===== src/rtl/dsp_mac_sequencer.sv =====
// Drives one DSP48A1 slice as a MAC over a vector of (a, b) pairs and returns the P result.
// Last accept to r_valid is P_LAT+1 cycles; s_ready is low from the last accept until the result is taken.
module dsp_mac_sequencer #(
   parameter int P_LAT       = 3,
   parameter int OPMODE_LEAD = 1,
   parameter int CNT_W       = 16
) (
   input  logic             clk,
   input  logic             rst_n,
   input  logic             s_valid,
   output logic             s_ready,
   input  logic [17:0]      s_a,
   input  logic [17:0]      s_b,
   input  logic             s_last,
   output logic [17:0]      dsp_a,
   output logic [17:0]      dsp_b,
   output logic [7:0]       dsp_opmode,
   output logic             dsp_ceopmode,
   output logic             dsp_cea,
   output logic             dsp_ceb,
   output logic             dsp_cem,
   output logic             dsp_cep,
   output logic             dsp_rstp,
   input  logic [47:0]      dsp_p,
   input  logic             dsp_carryout,
   output logic             r_valid,
   input  logic             r_ready,
   output logic [47:0]      r_data,
   output logic [CNT_W-1:0] r_taps,
   output logic             r_cout
);
   typedef enum logic [1:0] {IDLE, ACCUM, DRAIN, HOLD} state_t;
   typedef struct packed {
      logic vld;
      logic first;
      logic last;
   } tag_t;

   localparam int M_STG   = P_LAT - 2;
   localparam int P_STG   = P_LAT - 1;
   localparam int OPM_STG = P_LAT - 1 - OPMODE_LEAD;
   localparam logic [7:0] OPM_LOAD = 8'h01;
   localparam logic [7:0] OPM_ACC  = 8'h09;

   state_t           state_q, state_d;
   tag_t             tag_q [P_LAT];
   tag_t             tag_d [P_LAT];
   logic [1:0]       boot_q, boot_d;
   logic [17:0]      a_q, a_d, b_q, b_d;
   logic             ce_ab_q, ce_ab_d;
   logic [7:0]       opmode_q, opmode_d;
   logic [CNT_W-1:0] cnt_q, cnt_d, taps_q, taps_d;
   logic [47:0]      data_q, data_d;
   logic             rvld_q, rvld_d, rcout_q, rcout_d, cout_q, cout_d;
   logic             cep_dly_q, cep_dly_d, first_dly_q, first_dly_d, last_dly_q, last_dly_d;
   logic             acc, capture;

   always_ff @(posedge clk or negedge rst_n) begin
      if (!rst_n) begin
         state_q <= IDLE;
      end else begin
         state_q <= state_d;
      end
   end

   always_comb begin
      state_d = state_q;
      case (state_q)
         IDLE, ACCUM: if (acc) state_d = s_last ? DRAIN : ACCUM;
         DRAIN:       if (last_dly_q) state_d = HOLD;
         HOLD:        if (r_ready) state_d = IDLE;
         default:     state_d = IDLE;
      endcase
   end

   // Ready is held off until the slice's P register has been cleared after reset.
   always_comb begin
      s_ready = boot_q[1] && (state_q == IDLE || state_q == ACCUM);
   end

   assign acc     = s_valid && s_ready;
   assign capture = (state_q == DRAIN) && last_dly_q;

   always_comb begin
      boot_d         = {boot_q[0], 1'b1};
      a_d            = acc ? s_a : a_q;
      b_d            = acc ? s_b : b_q;
      ce_ab_d        = acc;
      tag_d[0].vld   = acc;
      tag_d[0].first = acc && (state_q == IDLE);
      tag_d[0].last  = acc && s_last;
      for (int k = 1; k < P_LAT; k++) tag_d[k] = tag_q[k-1];

      opmode_d = opmode_q;
      if (tag_d[OPM_STG].vld) opmode_d = tag_d[OPM_STG].first ? OPM_LOAD : OPM_ACC;

      cnt_d = cnt_q;
      if (acc) begin
         if (state_q == IDLE)  cnt_d = {{(CNT_W-1){1'b0}}, 1'b1};
         else if (!(&cnt_q))   cnt_d = cnt_q + 1'b1;
      end

      // Carry-out is visible the cycle after each P update.
      cep_dly_d   = tag_q[P_STG].vld;
      first_dly_d = tag_q[P_STG].first;
      last_dly_d  = tag_q[P_STG].vld && tag_q[P_STG].last;
      cout_d      = cout_q;
      if (cep_dly_q) cout_d = first_dly_q ? dsp_carryout : (cout_q | dsp_carryout);

      data_d  = data_q;
      taps_d  = taps_q;
      rcout_d = rcout_q;
      rvld_d  = rvld_q;
      if (capture) begin
         data_d  = dsp_p;
         taps_d  = cnt_q;
         rcout_d = cout_d;
         rvld_d  = 1'b1;
      end else if (rvld_q && r_ready) begin
         rvld_d  = 1'b0;
      end
   end

   always_ff @(posedge clk or negedge rst_n) begin
      if (!rst_n) begin
         boot_q      <= '0;
         a_q         <= '0;
         b_q         <= '0;
         ce_ab_q     <= 1'b0;
         opmode_q    <= '0;
         cnt_q       <= '0;
         taps_q      <= '0;
         data_q      <= '0;
         rvld_q      <= 1'b0;
         rcout_q     <= 1'b0;
         cout_q      <= 1'b0;
         cep_dly_q   <= 1'b0;
         first_dly_q <= 1'b0;
         last_dly_q  <= 1'b0;
         for (int k = 0; k < P_LAT; k++) tag_q[k] <= '0;
      end else begin
         boot_q      <= boot_d;
         a_q         <= a_d;
         b_q         <= b_d;
         ce_ab_q     <= ce_ab_d;
         opmode_q    <= opmode_d;
         cnt_q       <= cnt_d;
         taps_q      <= taps_d;
         data_q      <= data_d;
         rvld_q      <= rvld_d;
         rcout_q     <= rcout_d;
         cout_q      <= cout_d;
         cep_dly_q   <= cep_dly_d;
         first_dly_q <= first_dly_d;
         last_dly_q  <= last_dly_d;
         for (int k = 0; k < P_LAT; k++) tag_q[k] <= tag_d[k];
      end
   end

   assign dsp_a        = a_q;
   assign dsp_b        = b_q;
   assign dsp_cea      = ce_ab_q;
   assign dsp_ceb      = ce_ab_q;
   assign dsp_cem      = tag_q[M_STG].vld;
   assign dsp_cep      = tag_q[P_STG].vld;
   assign dsp_ceopmode = tag_q[OPM_STG].vld;
   assign dsp_opmode   = opmode_q;
   assign dsp_rstp     = boot_q[0] && !boot_q[1];
   assign r_valid      = rvld_q;
   assign r_data       = data_q;
   assign r_taps       = taps_q;
   assign r_cout       = rcout_q;
endmodule


===== config.mk =====
export PLATFORM = sky130hd
export DESIGN_NAME = dsp_mac_sequencer
export DESIGN_NICKNAME = d
export VERILOG_FILES = /design/src/rtl/dsp_mac_sequencer.sv
export SDC_FILE = /design/constraint.sdc
export NUM_CORES = 1
export LEC_CHECK = 0
export BUFFER_PORTS_ARGS = -buffer_cell sky130_fd_sc_hd__buf_2
export CORE_MARGIN = 5
export CORE_UTILIZATION = 51
export CTS_BUF_LIST = sky130_fd_sc_hd__clkbuf_8
export DETAILED_ROUTE_END_ITERATION = 12
export GPL_TIMING_DRIVEN = 0
export PLACE_DENSITY = 0.83
export SETUP_SLACK_MARGIN = 0.5
export SLEW_MARGIN = 40
export SYNTH_ARGS = -nofsm -noshare
export SYNTH_HDL_FRONTEND = slang
export SYNTH_SLANG_ARGS = --single-unit

===== constraint.sdc =====
create_clock -name clk -period 2.2 [get_ports clk]
set_input_delay 0 -clock clk [delete_from_list [all_inputs] [get_ports clk]]
set_output_delay 0 -clock clk [all_outputs]
set_load 0.01 [all_outputs]

# == After elaboration in Yosys (flattened, before gate mapping) ==
# Cells that the tools add are included.
# totals
ff_bits,143
input_bits,90
out_inout_bits,117
elab_cells,60
# classes
addsub,1
n_eq_ne,7
n_mux,12
bitwise,1
n_reduce_logical,16
# ops
cell,count
16-bit 2-to-1 mux,2
"16-bit by 1-bit adder with 16-bit output, second input constant",1
16-bit AND reduction,1
1-bit logical AND,8
2-bit 2-to-1 mux,4
"2-bit inequality test, second input constant",4
2-bit case mux with 3 select lines,1
"2-bit equality test, second input constant",2
1-bit 2-to-1 mux,4
4-bit 2-to-1 mux,1
3-bit AND reduction,1
"2-bit by 1-bit equality test with 1-bit output, second input constant",1
2-bit logical NOT,1
2-bit AND reduction,1
2-bit nonzero test,1
2-bit OR reduction,1
1-bit logical NOT,1
1-bit logical OR,1
1-bit OR,1

# == Logic depth before layout (Yosys ltp) ==
# Gate-level depths: netlist of run 1.
# depth
word_depth,6
mapped_depth,6
depth_no_buf,5

# == Worst setup path after synthesis of run 1 ==
# OpenSTA, ideal clock, no wires.
# synth_timing
kind,flip-flop to flip-flop
from,register cnt_q[0]
to,register cnt_q[0]
setup_ps,125
arrival_time_ps,1502
t_required_ps,2075
slack_ps,574
path_stages_with_launch,7
synth_period_minus_slack_ps,1626
cell_sequence,dfrtp_1 > ha_1 > nand4_1 > nor4_4 > buf_6 > a21oi_4 > mux2_2
# synth_between
elab_chain_len,3
# synth_rtl
element,line_no,rtl
"start, declared",52,"logic [CNT_W-1:0] cnt_q, cnt_d, taps_q, taps_d;"
"start signal, assigned",147,cnt_q <= cnt_d;
16-bit by 1-bit adder with 16-bit output / 16-bit AND reduction (equally long branches),100,else if (!(&cnt_q)) cnt_d = cnt_q + 1'b1;
16-bit 2-to-1 mux / 2-bit inequality test (equally long branches),-,
16-bit 2-to-1 mux / 2-bit AND reduction (equally long branches),-,
# Several ways; a longest one is shown, not always the timed one. The select of a mux whose other input is x is not followed.
# A chain may end at the register's enable or synchronous reset.

# == Final worst setup path of run 1 ==
# layout_timing
from,register cnt_q[1]
to,register cnt_q[0]
# layout_between
elab_chain_len,3
# layout_rtl
element,line_no
16-bit AND reduction,100
2-bit inequality test (no line),-
2-bit AND reduction (no line),-
# Every way passes these cells.

==> implementation parameters, run 1 <==
Parameter                              Value

Clock tree
  Number of buffers created by CTS    17
  Clock transition at the registers of the reported paths    ~0.08 ns
  Clock net sink count    137
  Clock tree from TritonCTS    yes
  Max H-tree Level    4
  CTS Root Cell    clkbuf_8
  CTS max path bufs    2
  Clock latency on the worst-skew pair    0.43 ns

Power and ir drop
  Net load switching power    3.072 mW
  Max VDD drop    ~0.00076 V
  Internal power    around 6.0 mW
  Fraction of power spent switching nets    between 30% and 40%
  Sequential group share of total power    between 40% and 50%
  Clock power frac    between 20% and 30%
  P per Cell Area    1108 nW/um2
  Logic pwr share    a little under a third
  Leakage power    a little over 4 nW

Routing
  Detailed Route Iter0 Violations    about 310
  Post-detailed-routing wire length    between 15 and 20 mm
  Via/cell ratio    between 5 and 6
  Highest routed layer    met4
  ANT nets after route    0
  Met3 routed wirelength    approximately 1.7 mm
  Number of vias in the routed layout    4854
  Post-route DRC    0
  Wire length per cell    18.18 um
  Wire length on met2    between 8 and 9 mm
  Routed length on met1    6.661 mm
  Number of detailed-routing iterations run before antenna repair    5

Synth
  Main flop type after synthesis    dfrtp_1
  Synthesized-area fraction occupied by adder cells    0.2285%
  Combinational family with the most area after synthesis    simple AND/OR/NAND/NOR gates
  Share of the synthesized area in compound gates (AO/OA/AOI/OAI)    6.123%
  Warnings from Yosys    0
  Proportion of synthesized chip area in sequential cells    approximately 63%
  Post-synthesis instance total    around 460
  Post-synthesis cell area    around 5500 um2
  Proportion of synthesized area in mux cells    12.70%
  Count of flip-flops with a built-in enable after synthesis    0
  Post-synthesis share of cell area spent on and, or, nand and nor gates    between 10 and 15%
  XOR/XNOR share of the synthesized area    0%
  Number of unique standard cell types used by synthesis    56
  Post-synth ARST share    100.0%
  Average size of a mapped cell    roughly 12 um2
  FF+latch count, synth    around 140

Cells and area
  Ant. Diodes    0
  Share of the core filled with cells    between 70% and 80%
  Filler Cells Inserted    between 600 and 700
  Highest-count cells in the layout ignoring fill and taps    206 x buf_2, 135 x dfrtp_1, 123 x nand2_1
  Layout overhead on the synthesized area    48.66%
  Number of nets at the end of the flow    slightly below 900
  Most common cell after layout, fill and taps aside    buf_2
  Layout cell share with drive strength beyond 1    between 40% and 50%
  Finished layout cell area    a little over 8000 um2

Critical path
  Largest fanout on the critical path    10
  Critical path type    reg2reg
  Endpoint type of the worst setup path    flop
  Required time reported for the critical path endpoint    roughly 2.5 ns
  Arrival time worst endpoint    between 1.5 and 2 ns
  Setup slack of the worst register-to-register path    0.54 ns
  Worst setup SP type    flop

STA
  Endpoints failing setup    0
  Actual transition at the worst max-transition pin    between 0.5 and 0.6 ns
  Final max-slew violation count    0
  Post-route fraction of the period consumed by the critical path    between 70% and 80%
  Final critical-path required period    roughly 1.7 ns
  Final setup slack of the worst path    between 0.5 and 0.6 ns
  Top achievable clock speed    around 0.6 GHz
  Setup repair after global routing missed its margin    yes
  Max-slew headroom at the worst pin    between 60% and 70%
  Worst hold-check slack    0.08100 ns
  Number of hold violations in the final report    0
  Setup TNS Final    0 ns
  Clk_skew    roughly 0.011 ns

Worst hold path
  Path category of the worst min-delay check    in2reg

Place
  Routability congestion estimate    0.8765
  Setup slack after placement    between 0.3 and 0.4 ns
  Area after detailed placement    around 6700 um2
  Final HPWL from detailed placement    10.18 mm
  Port Buffers    200

Die
  Floorplan row count    37
  Top-Level Pins    207
  Height of the die    113.6 um
  Die outline area    ~13000 um2
  Core region area    10420 um2
  DIE WIDTH    approximately 110 um
  Starting density of the core    ~53%

Global route
  First-pass GRT wire length    approximately 27 mm
  Number of antenna violations at the first check in global routing    0
  Largest net degree at the start of global routing    slightly below 80
  GRT Util Overall    between 20% and 30%
  Vias in the first global route    5147
  Global route total overflow    0

Flow run
  Max cap viols    0

Status
  Outcome    finished, final reports clean
[final timing paths]
check                                           start               endpoint  cells after the start
min in group asynchronous                       rst_n  dsp_b[16]$_DFFE_PN0P_                      2
worst max register to register   cnt_q[1]$_DFFE_PN0P_   cnt_q[0]$_DFFE_PN0P_                      6
worst max-delay path             cnt_q[1]$_DFFE_PN0P_   cnt_q[0]$_DFFE_PN0P_                      6
max in group asynchronous                       rst_n   cnt_q[2]$_DFFE_PN0P_                      3
worst min-delay path                          s_valid     tag_d[3]$_DFF_PN0_                      4
worst min register to register  first_dly_d$_DFF_PN0_  first_dly_q$_DFF_PN0_                      0
[synth_stat cells (3+ instances only)]
| cell | n | share of area (%) |
|---|---|---|
| clkbuf_1 | 7 | 0.48 |
| o21ai_0 | 8 | 0.73 |
| buf_2 | 13 | 1.2 |
| dfrtp_1 | 137 | 63 |
| buf_4 | 8 | 1.1 |
| nand3_1 | 10 | 0.91 |
| and3_2 | 3 | 0.41 |
| nor2_1 | 6 | 0.41 |
| inv_1 | 11 | 0.75 |
| o311ai_1 | 3 | 0.48 |
| nand4_1 | 3 | 0.34 |
| or2_2 | 3 | 0.34 |
| a21oi_1 | 4 | 0.37 |
| and2_1 | 3 | 0.34 |
| and3_1 | 3 | 0.34 |
| nand2_1 | 124 | 8.5 |
| o211ai_1 | 4 | 0.55 |
| mux2_2 | 60 | 12 |
[logic make-up (layout without fill, tap and decap cells)]
logic type,count (synthesis),after routing
buf+inv,42,367
compound gates,44,44
flops,137,137
mux,62,62
simple gates,171,171
other cells,2,7
fa+ha+maj,1,1
[worst max-delay path, stage by stage (launching register included)]
cell and delay (ns):
dfrtp_1 0.37, ha_2 0.20, nand4_1 0.18, nor4_4 0.22, buf_6 0.19, a21oi_4 0.09, mux2_2 0.28
[power groups by stage]
stage | combinational, mW | clock, mW | sequential (mW)
after floorplan | 1.08 | 0 | 4.05
after CTS | 2.71 | 2.44 | 3.75
after detailed placement | 2.55 | 0 | 3.79
after global routing | 3.08 | 2.55 | 3.88
final | 2.83 | 2.40 | 3.80
after global placement | 2.43 | 0 | 3.74
[state kept, by name (all words and copies together), names as in the netlist, 2 cells and up]
name,cells
dsp_b,18
tag_d,4
cnt_q,16
dsp_opmode,2
r_taps,16
boot_q,2
state_q,2
dsp_a,18
r_data,48
[metrics by stage]
| stage | total power, mW | instances |
|---|---|---|
| floorplan | 5.129 | 464 |
| global placement | 6.169 | 800 |
| detailed placement | 6.332 | 801 |
| CTS | 8.894 | 923 |
| global route | 9.500 | 925 |
| finish | 9.023 | 925 |
[what timing repair did]
item | 4_1_cts | 5_1_grt
endpoints found under the hold margin | 227 | 0
setup endpoints to repair | 42 | 77
buffers inserted | 2 | 2
resized for setup | 4 | 23
hold buffers | 88 | 0
pin swaps | 1 | 1
[routing by layer]
layer,up-vias,global-route usage (%)
met4,0,9.375
met2,284,43.11
met1,2356,32.21
met3,38,8.753
li1,2176,-
met5,-,0
[cell type report]
type | count | area (um2) | share of cell area (%)
multi-input cells | 285 | 1882 | 23.11
clock inverters | 14 | 219.0 | 2.689
well taps | 136 | 170.2 | 2.090
inverters | 12 | 50.05 | 0.6147
repair buffers | 293 | 1949 | 23.94
flip-flops and latches | 137 | 3431 | 42.14
plain buffers | 30 | 192.7 | 2.367
clock buffers | 18 | 247.7 | 3.043
No activity file was read; power rests on OpenSTA's default activity.
==> run 2, diff against run 1 <==
Clock period 2.2 ns to 1.6 ns, I/O delays scaled along.
==> run 2 against run 1 <==
  * The flow now finishes with violations (negative setup slack)
  * Worst setup slack got worse by 0.73 ns
  * Sequential cell count is the same
  * Core utilization grew 16 points
  * Non-clock buffer count increased by 53
  * Sequential power up 46%
  * Critical endpoint is now cnt_q[12]$_DFFE_PN0P_
==> implementation parameters, run 2 (synthesis results as in run 1) <==
Parameter                              Value

Clock tree
  Number of buffers created by CTS    17 (unchanged)
  Clock latency on the worst-skew pair    0.44 ns (about the same)
  Max H-tree Level    4 (unchanged)
  CTS max path bufs    2 (unchanged)
  Clock transition at the registers of the reported paths    0.08 ns (about the same)
  Clock net sink count    137 (unchanged)
  CTS Root Cell    clkbuf_8
  Clock tree from TritonCTS    yes

Critical path
  Endpoint type of the worst setup path    flop
  Arrival time worst endpoint    2.10 ns (+0.13 ns)
  Ordered cell list for the critical path    ha_4, buf_4, and3_4, nand3_4, o311a_1, a211o_1
  Required time reported for the critical path endpoint    1.91 ns (-0.60 ns)
  Slowest cell on the critical path    dfrtp_1
  Largest fanout on the critical path    4 (-6)
  Worst setup SP type    flop
  Critical path type    reg2reg
  Slowest cell delay on critical path    0.44 ns (+0.07 ns)

STA
  Post-route fraction of the period consumed by the critical path    111.7% (+36 points)
  Final max-slew violation count    0 (unchanged)
  Setup TNS Final    -2.516 ns (-2.516 ns)
  Worst hold-check slack    0.07531 ns (-0.005689 ns)
  Clk_skew    0.01309 ns (+0.001692 ns)
  Endpoints failing setup    41 (+41)
  Top achievable clock speed    0.5593 GHz (-7.1%)
  Number of hold violations in the final report    0 (unchanged)
  Final critical-path required period    1.788 ns (+0.1272 ns)
  Setup repair after global routing missed its margin    yes
  Final setup slack of the worst path    -0.1880 ns (-0.7272 ns)

Routing
  Detailed Route Iter0 Violations    410 (+31%)
  Post-detailed-routing wire length    24.52 mm (+46%)
  Wire length on met2    12.59 mm (+57%)
  Highest routed layer    met4
  Met3 routed wirelength    2.027 mm (+19%)
  Post-route DRC    0 (unchanged)
  Wire length per cell    25.07 um (+38%)
  ANT nets after route    0 (unchanged)
  Via/cell ratio    5.784 (+10%)
  Routed length on met1    8.560 mm (+29%)
  Number of vias in the routed layout    5657 (+17%)
  Number of detailed-routing iterations run before antenna repair    5 (unchanged)

Global route
  Vias in the first global route    5722 (+11%)
  GRT Util Overall    31.05% (+4.9 points)
  Global route total overflow    0 (unchanged)
  Number of antenna violations at the first check in global routing    0 (unchanged)
  Largest net degree at the start of global routing    82 (+6.5%)
  First-pass GRT wire length    31.13 mm (+17%)

Cells and area
  Layout overhead on the synthesized area    79.39%
  Ant. Diodes    0 (unchanged)
  Filler Cells Inserted    286 (-52%)
  Number of flip-flops under the largest register name    48 (unchanged)
  Layout cell share with drive strength beyond 1    59.03% (+15 points)
  Most common cell after layout, fill and taps aside    buf_2
  Highest-count cells in the layout ignoring fill and taps    197 x buf_2, 131 x dfrtp_1, 88 x dlygate4sd3_1
  Finished layout cell area    9824 um2 (+21%)
  Number of nets at the end of the flow    920 (+6.1%)

Die
  Die outline area    12910 um2 (unchanged)
  DIE WIDTH    113.6 um (unchanged)
  Floorplan row count    37 (unchanged)
  Top-Level Pins    207 (unchanged)
  Height of the die    113.6 um (unchanged)
  Core region area    10420 um2 (unchanged)
  Starting density of the core    52.58% (unchanged)

Place
  Final HPWL from detailed placement    9.808 mm (-3.7%)
  Port Buffers    200 (unchanged)
  Area after detailed placement    6870 um2 (+2.5%)
  Routability congestion estimate    0.8594 (-2.0%)
  Setup slack after placement    -0.1579 ns (-0.5330 ns)

Worst hold path
  Path category of the worst min-delay check    in2async

Status
  Outcome    finished, violations left
  Violations in the final reports    negative setup slack

Flow run
  Max cap viols    0 (unchanged)

Power and ir drop
  P per Cell Area    1492 nW/um2 (+35%)
  Overall power consumption    14.66 mW (+62%)
  Max VDD drop    0.0009751 V (+28%)
  Leakage power    5.073 nW (+22%)
## run 2: changes by cell type in the layout (fill, tap and decap cells not counted), moves of 10 or more
cell     delta
buf_16     +10
buf_4      +10
buf_6      +27
buf_8      +15
mux2_2     -59
mux2_4     +59
nand2_1    -63
nand2_2    +41
nand2_4    +21
## run 2: report_power, final
part / switching [mW] / internal [mW]
logic: 3.02 / 2.94
registers: 1.03 / 4.53
clock network: 1.35 / 1.80
total: 5.39 / 9.26
## run 2: path summary, 6_finish.rpt
path,from,endpoint,slack (ns),cells after the start
setup / recovery,cnt_q[1]$_DFFE_PN0P_,cnt_q[12]$_DFFE_PN0P_,-0.19,6
hold / removal,rst_n,dsp_a[8]$_DFFE_PN0P_,0.08,2
setup reg to reg,cnt_q[1]$_DFFE_PN0P_,cnt_q[12]$_DFFE_PN0P_,-0.19,6
hold reg to reg,tag_d[3]$_DFF_PN0_,tag_d[0]$_DFF_PN0_,0.36,0
max in group asynchronous,rst_n,cnt_q[2]$_DFFE_PN0P_,0.76,3
min in group clk,s_valid,cnt_q[1]$_DFFE_PN0P_,0.18,5
## run 2: per-stage QoR
| step | cells | utilization [%] |
|---|---|---|
| after floorplan | 464 | - |
| after global placement | 800 | 65.60 |
| after detailed placement | 801 | 65.96 |
| after CTS | 961 | 88.78 |
| after global routing | 978 | 94.32 |
| final | 978 | 94.32 |
## run 2: repair_timing
action	4_1_cts	5_1_grt
gates resized for setup	161	116
buffers inserted	27	17
hold endpoints to repair	227	0
hold buffers	88	0
pin swaps	55	25
setup endpoints to repair	126	127
gates cloned	13	0
## run 2: critical path, delay by kind of cell (launching register included)
| kind | cells | cell delay, ns |
|---|---|---|
| AO/OA/AOI/OAI | 2 | 0.59 |
| flip-flops | 1 | 0.44 |
| AND/OR/NAND/NOR | 2 | 0.33 |
| adder cells (fa/ha/maj) | 1 | 0.18 |
| buffers and inverters | 1 | 0.12 |
## run 2: area by class of cell
type                    instances  area (um2)  share of cell area, %
flip-flops and latches        137        3436                  34.97
repair buffers                346        2694                  27.42
multi-input cells             285        2636                  26.83
plain buffers                  30       405.4                  4.126
clock buffers                  20       275.3                  2.802
well taps                     136       170.2                  1.732
clock inverters                12       157.7                  1.605
inverters                      12       50.05                 0.5094
## run 2: metal layers
layer | track usage [%] | vias to the layer above
li1 | - | 2304
met1 | 36.65 | 2786
met2 | 53.67 | 449
met3 | 8.170 | 118
met4 | 13.14 | 0
met5 | 0 | -
